===== src/rtl/priority_encode_serial.sv =====
// Serialises an 8-bit request vector into one binary code per set bit.
// PRIORITY_HIGH selects whether the lowest or the highest set index goes out first.
module priority_encode_serial #(
  parameter bit PRIORITY_HIGH = 1'b0
) (
  input  logic       clk,
  input  logic       rst_n,
  input  logic [7:0] a,
  input  logic       a_valid,
  output logic       a_ready,
  output logic [2:0] y,
  output logic       y_valid,
  input  logic       y_ready,
  output logic       last,
  output logic [3:0] count,
  output logic       err
);

  typedef enum logic {IDLE, SERIAL} state_t;

  state_t     state, state_next;
  logic [7:0] pending, pending_next;
  logic       err_next;
  logic [2:0] sel;
  logic [3:0] ones;
  logic       accept, pop;

  // Later loop iterations win, so the scan direction decides the priority.
  always_comb begin
    sel = '0;
    if (PRIORITY_HIGH) begin
      for (int i = 0; i < 8; i++) begin
        if (pending[i]) sel = 3'(i);
      end
    end else begin
      for (int i = 7; i >= 0; i--) begin
        if (pending[i]) sel = 3'(i);
      end
    end
  end

  always_comb begin
    ones = '0;
    for (int i = 0; i < 8; i++) begin
      ones = ones + 4'(pending[i]);
    end
  end

  assign y_valid = (state == SERIAL);
  assign y       = y_valid ? sel : 3'b000;
  assign count   = y_valid ? ones : 4'd0;
  assign last    = y_valid && (ones == 4'd1);
  // Only combinational input-to-output path: a new vector may enter on the final pop.
  assign a_ready = (state == IDLE) || (last && y_ready);
  assign accept  = a_valid && a_ready;
  assign pop     = y_valid && y_ready;

  always_comb begin
    state_next   = state;
    pending_next = pending;
    err_next     = 1'b0;
    if (pop) begin
      pending_next = pending & ~(8'b0000_0001 << sel);
      if (last) state_next = IDLE;
    end
    if (accept) begin
      if (a != 8'h00) begin
        pending_next = a;
        state_next   = SERIAL;
      end else begin
        pending_next = 8'h00;
        state_next   = IDLE;
        err_next     = 1'b1;
      end
    end
  end

  always_ff @(posedge clk or negedge rst_n) begin
    if (!rst_n) begin
      state   <= IDLE;
      pending <= 8'h00;
      err     <= 1'b0;
    end else begin
      state   <= state_next;
      pending <= pending_next;
      err     <= err_next;
    end
  end

endmodule


===== config.mk =====
export PLATFORM = sky130hd
export DESIGN_NAME = priority_encode_serial
export DESIGN_NICKNAME = d
export VERILOG_FILES = /design/src/rtl/priority_encode_serial.sv
export SDC_FILE = /design/constraint.sdc
export NUM_CORES = 1
export LEC_CHECK = 0
export BUFFER_PORTS_ARGS = -buffer_cell sky130_fd_sc_hd__buf_2
export CORE_MARGIN = 1
export CORE_UTILIZATION = 49
export CTS_CLUSTER_SIZE = 10
export DETAILED_ROUTE_END_ITERATION = 6
export HOLD_SLACK_MARGIN = 0.06
export PLACE_DENSITY = 0.76
export SYNTH_ARGS = -nofsm -noshare
export SYNTH_HDL_FRONTEND = slang
export SYNTH_SLANG_ARGS = --single-unit

===== constraint.sdc =====
create_clock -name clk -period 3.75 [get_ports clk]
set_input_delay 0.375 -clock clk [delete_from_list [all_inputs] [get_ports clk]]
set_output_delay 0.375 -clock clk [all_outputs]
set_load 0.01 [all_outputs]

==> summary.txt <==
Status
  – Result of the run: finished, violations left
  – Failing checks: negative setup slack

GRT
  – GRT Resource Usage Total: 23.1%
  – Vias in the first global route: 699
  – Antenna violations before repair: 0
  – GRT Residual Overflow: 0
  – Wire length of the first global-routing pass: 3040 um
  – Maximum number of pins on one net before global-route repair: 17

Run
  – Maxcap violations: 0

Synthesis
  – Net count of the mapped netlist: 109
  – Netlist area before placement: 774 sq um
  – Library cells used by synthesis: 28
  – Share of the synthesized area in the top cell type: 32.3%
  – Flip-flop and latch count after synthesis: 10
  – Average size of a mapped cell: 8.61 sq um
  – Synthesized netlist cell count: 90
  – Cell taking the most area after synthesis: sky130_fd_sc_hd__dfrtp_1
  – Sequential area share after synthesis: 32.3%
  – Warnings from Yosys: 0
  – Area contributors post-synth: sky130_fd_sc_hd__dfrtp_1, sky130_fd_sc_hd__fa_1, sky130_fd_sc_hd__nand2_1

Timing
  – Rel. slew slack: 68.6%
  – Worst clock skew on the final layout: 0.000910 ns
  – Final min period: 3.79 ns
  – RSZ-0062 raised after global routing: yes
  – Final worst-path setup slack: -0.0390 ns
  – Highest clock frequency the design can meet: 264 MHz
  – Actual transition at the worst max-transition pin: 0.467 ns
  – Max-slew violations: 0
  – Final period util: 101%
  – Count of final setup violators: 2
  – Final hold viol count: 0

Power and ir drop
  – Design Power: 0.00105 W
  – Pwr dens: 1070 nW/um^2
  – Static Leak: 0.485 nW
  – Worst IR drop on VDD: 1.16 mV

CTS
  – Clk pin slew, worst setup/hold paths: 0.06 ns
  – TritonCTS clock tree: built
  – Clock Sinks: 10
  – Latest clock arrival within the worst-skew pair: 0.26 ns
  – CTS Buffer Depth: 2
  – Number of levels the H-tree was split into: 1
  – Number of CTS-inserted buffers: 3
  – Clock root buffer: sky130_fd_sc_hd__clkbuf_4

Hold path
  – Worst hold path cell count: 3
  – Worst hold-check path type: input pin to register
  – Beginning of the worst hold path: a[5]

Placed design
  – Detailed placer's ending HPWL: 1430 um
  – Placed cell area: 911 sq um
  – PortBufs: 22
  – Weighted congestion at the end of routability-driven global placement: 0.852

Layout
  – Post-layout util: 70.9%
  – Final standard cell area without fillers: 980 sq um
  – Net count, final: 139
  – Area growth from synthesis to layout: 26.5%
  – ANT cells: 0
  – Layout cell share with drive strength beyond 1: 30.5%

Worst setup path
  – Kind of start point of the critical path: register
  – Critical path required time: 3.38 ns
  – Worst setup EP type: output pin
  – Count of cells along the worst register-to-register path: 13
  – Launch point of the worst reg-to-reg path: pending[0]
  – Start-to-end type of the worst setup path: register to output pin
  – Maximum fanout along the worst path: 3
  – Worst Path Arrival: 3.41 ns
  – Crit path from: pending[0]

Routing
  – DRT antenna net count: 0
  – DRC violation total after the first TritonRoute iteration: 21
  – Detailed-route vias per instance: 5.54
  – Detailed-router iteration count before antenna repair: 4
  – Total number of vias: 737
  – Detailed-route DRC error count: 0
  – Average routed wire per standard cell: 13.6 um
  – Total wirelength of the detailed-routed design: 1810 um

Floorplan
  – Ports: 23
  – Total Die Area: 1740 sq um
  – Chip width: 41.8 um
  – Placeable core region: 1380 sq um
  – Count of standard-cell rows: 13
  – Die span in y: 41.8 um
  – Initial core utilization: 56.0%
repair_timing:
item                                    4_1_cts  5_1_grt
gates resized for setup                       4        1
pin swaps                                     0        1
endpoints found under the setup margin        2        4
hold endpoints to repair                     10        0
hold buffers                                  1        0
buffers inserted                              0        1
synth_stat cells:
| cell type | n |
|---|---|
| sky130_fd_sc_hd__a21boi_2 | 1 |
| sky130_fd_sc_hd__a21oi_1 | 2 |
| sky130_fd_sc_hd__a32o_1 | 1 |
| sky130_fd_sc_hd__a41o_1 | 1 |
| sky130_fd_sc_hd__and2_1 | 1 |
| sky130_fd_sc_hd__and3_1 | 1 |
| sky130_fd_sc_hd__and3b_1 | 1 |
| sky130_fd_sc_hd__buf_6 | 1 |
| sky130_fd_sc_hd__clkbuf_1 | 1 |
| sky130_fd_sc_hd__dfrtp_1 | 10 |
| sky130_fd_sc_hd__fa_1 | 4 |
| sky130_fd_sc_hd__ha_1 | 3 |
| sky130_fd_sc_hd__inv_1 | 10 |
| sky130_fd_sc_hd__nand2_1 | 16 |
| sky130_fd_sc_hd__nand2b_1 | 3 |
| sky130_fd_sc_hd__nand3_1 | 5 |
| sky130_fd_sc_hd__nand4_1 | 1 |
| sky130_fd_sc_hd__nor2_1 | 5 |
| sky130_fd_sc_hd__nor2b_1 | 3 |
| sky130_fd_sc_hd__nor3_1 | 1 |
| sky130_fd_sc_hd__nor3b_1 | 1 |
| sky130_fd_sc_hd__nor4_1 | 2 |
| sky130_fd_sc_hd__nor4_4 | 1 |
| sky130_fd_sc_hd__o21ai_0 | 11 |
| sky130_fd_sc_hd__o21ai_2 | 1 |
| sky130_fd_sc_hd__o21ai_4 | 1 |
| sky130_fd_sc_hd__o311a_1 | 1 |
| sky130_fd_sc_hd__o31ai_1 | 1 |
sequential cells by signal, indices dropped and copies added (netlist names):
name and cells:
err 1, pending 8, y_valid 1
worst paths after layout:
kind                               to  slack, ns
max                           a_ready      -0.04
min                        pending[5]       0.33
max reg2reg                pending[7]       0.25
min reg2reg                pending[4]       0.60
max in group asynchronous  pending[2]       3.05
min in group asynchronous  pending[0]       0.51
placed cells by master (no fill, tap or decap), types with 2 or more instances in the layout:
| master | instances |
|---|---|
| sky130_fd_sc_hd__buf_2 | 22 |
| sky130_fd_sc_hd__o21ai_0 | 10 |
| sky130_fd_sc_hd__nand2_1 | 16 |
| sky130_fd_sc_hd__fa_1 | 3 |
| sky130_fd_sc_hd__ha_1 | 3 |
| sky130_fd_sc_hd__dfrtp_1 | 10 |
| sky130_fd_sc_hd__buf_4 | 3 |
| sky130_fd_sc_hd__clkbuf_4 | 3 |
| sky130_fd_sc_hd__inv_1 | 10 |
| sky130_fd_sc_hd__nor4_1 | 2 |
| sky130_fd_sc_hd__nor2_1 | 5 |
| sky130_fd_sc_hd__nand3_1 | 5 |
| sky130_fd_sc_hd__nor2b_1 | 2 |
| sky130_fd_sc_hd__nand2b_1 | 3 |
| sky130_fd_sc_hd__a21oi_1 | 2 |
| sky130_fd_sc_hd__o21ai_2 | 2 |
report_power, final:
group	internal (W)	total, W	leakage, nW	switching [W]
Combinational	0.000363	0.000802	0.343	0.000439
Clock	0.0000370	0.0000709	0.0138	0.0000339
Sequential	0.000141	0.000178	0.129	0.0000373
Total	0.000541	0.00105	0.485	0.000510
per-layer routing:
metal  share of wire, %  vias to the layer above  track usage, %
li1                   -                      368               -
met1                 43                      345            29.4
met2                 51                       22            38.4
met3                5.4                        2            8.26
met4               0.88                        0            3.23
met5                  0                        -               0
stage by stage:
step,instances,TNS (ns),hold WS (ns),setup WS (ns)
after global placement,128,0,0.247,0.228
after CTS,132,-0.0465,0.327,-0.0465
after floorplan,90,0,0.0794,0.230
final,133,-0.0399,0.333,-0.0390
after global routing,133,-0.326,0.342,-0.161
after detailed placement,128,0,0.248,0.117
kinds of logic (layout without fill, tap and decap cells):
kind of cell	Yosys count	count (layout)	synth area share, %
AOI/OAI and AO/OA	20	20	17.9
adders and majority gates	7	7	15.2
buffers and inverters	12	40	6.79
DFF	10	10	32.3
and+or+nand+nor	41	41	27.8
critical path: stages, from the launching register on:
cell	delay, ns
sky130_fd_sc_hd__dfrtp_1	0.40
sky130_fd_sc_hd__fa_1	0.53
sky130_fd_sc_hd__inv_1	0.05
sky130_fd_sc_hd__fa_1	0.51
sky130_fd_sc_hd__fa_1	0.43
sky130_fd_sc_hd__inv_1	0.08
sky130_fd_sc_hd__ha_1	0.15
sky130_fd_sc_hd__inv_1	0.06
sky130_fd_sc_hd__fa_2	0.35
sky130_fd_sc_hd__nand2b_1	0.11
sky130_fd_sc_hd__a21boi_4	0.25
sky130_fd_sc_hd__o21ai_2	0.09
sky130_fd_sc_hd__buf_2	0.15
layout make-up:
cell class | count | area [sq um]
clock buffers | 3 | 22.5
fillers | 118 | 403
inverters | 10 | 37.5
multi-input cells | 68 | 488
flip-flops and latches | 10 | 250
well taps | 15 | 18.8
repair buffers | 27 | 163
(Power assumes the default switching activity.)
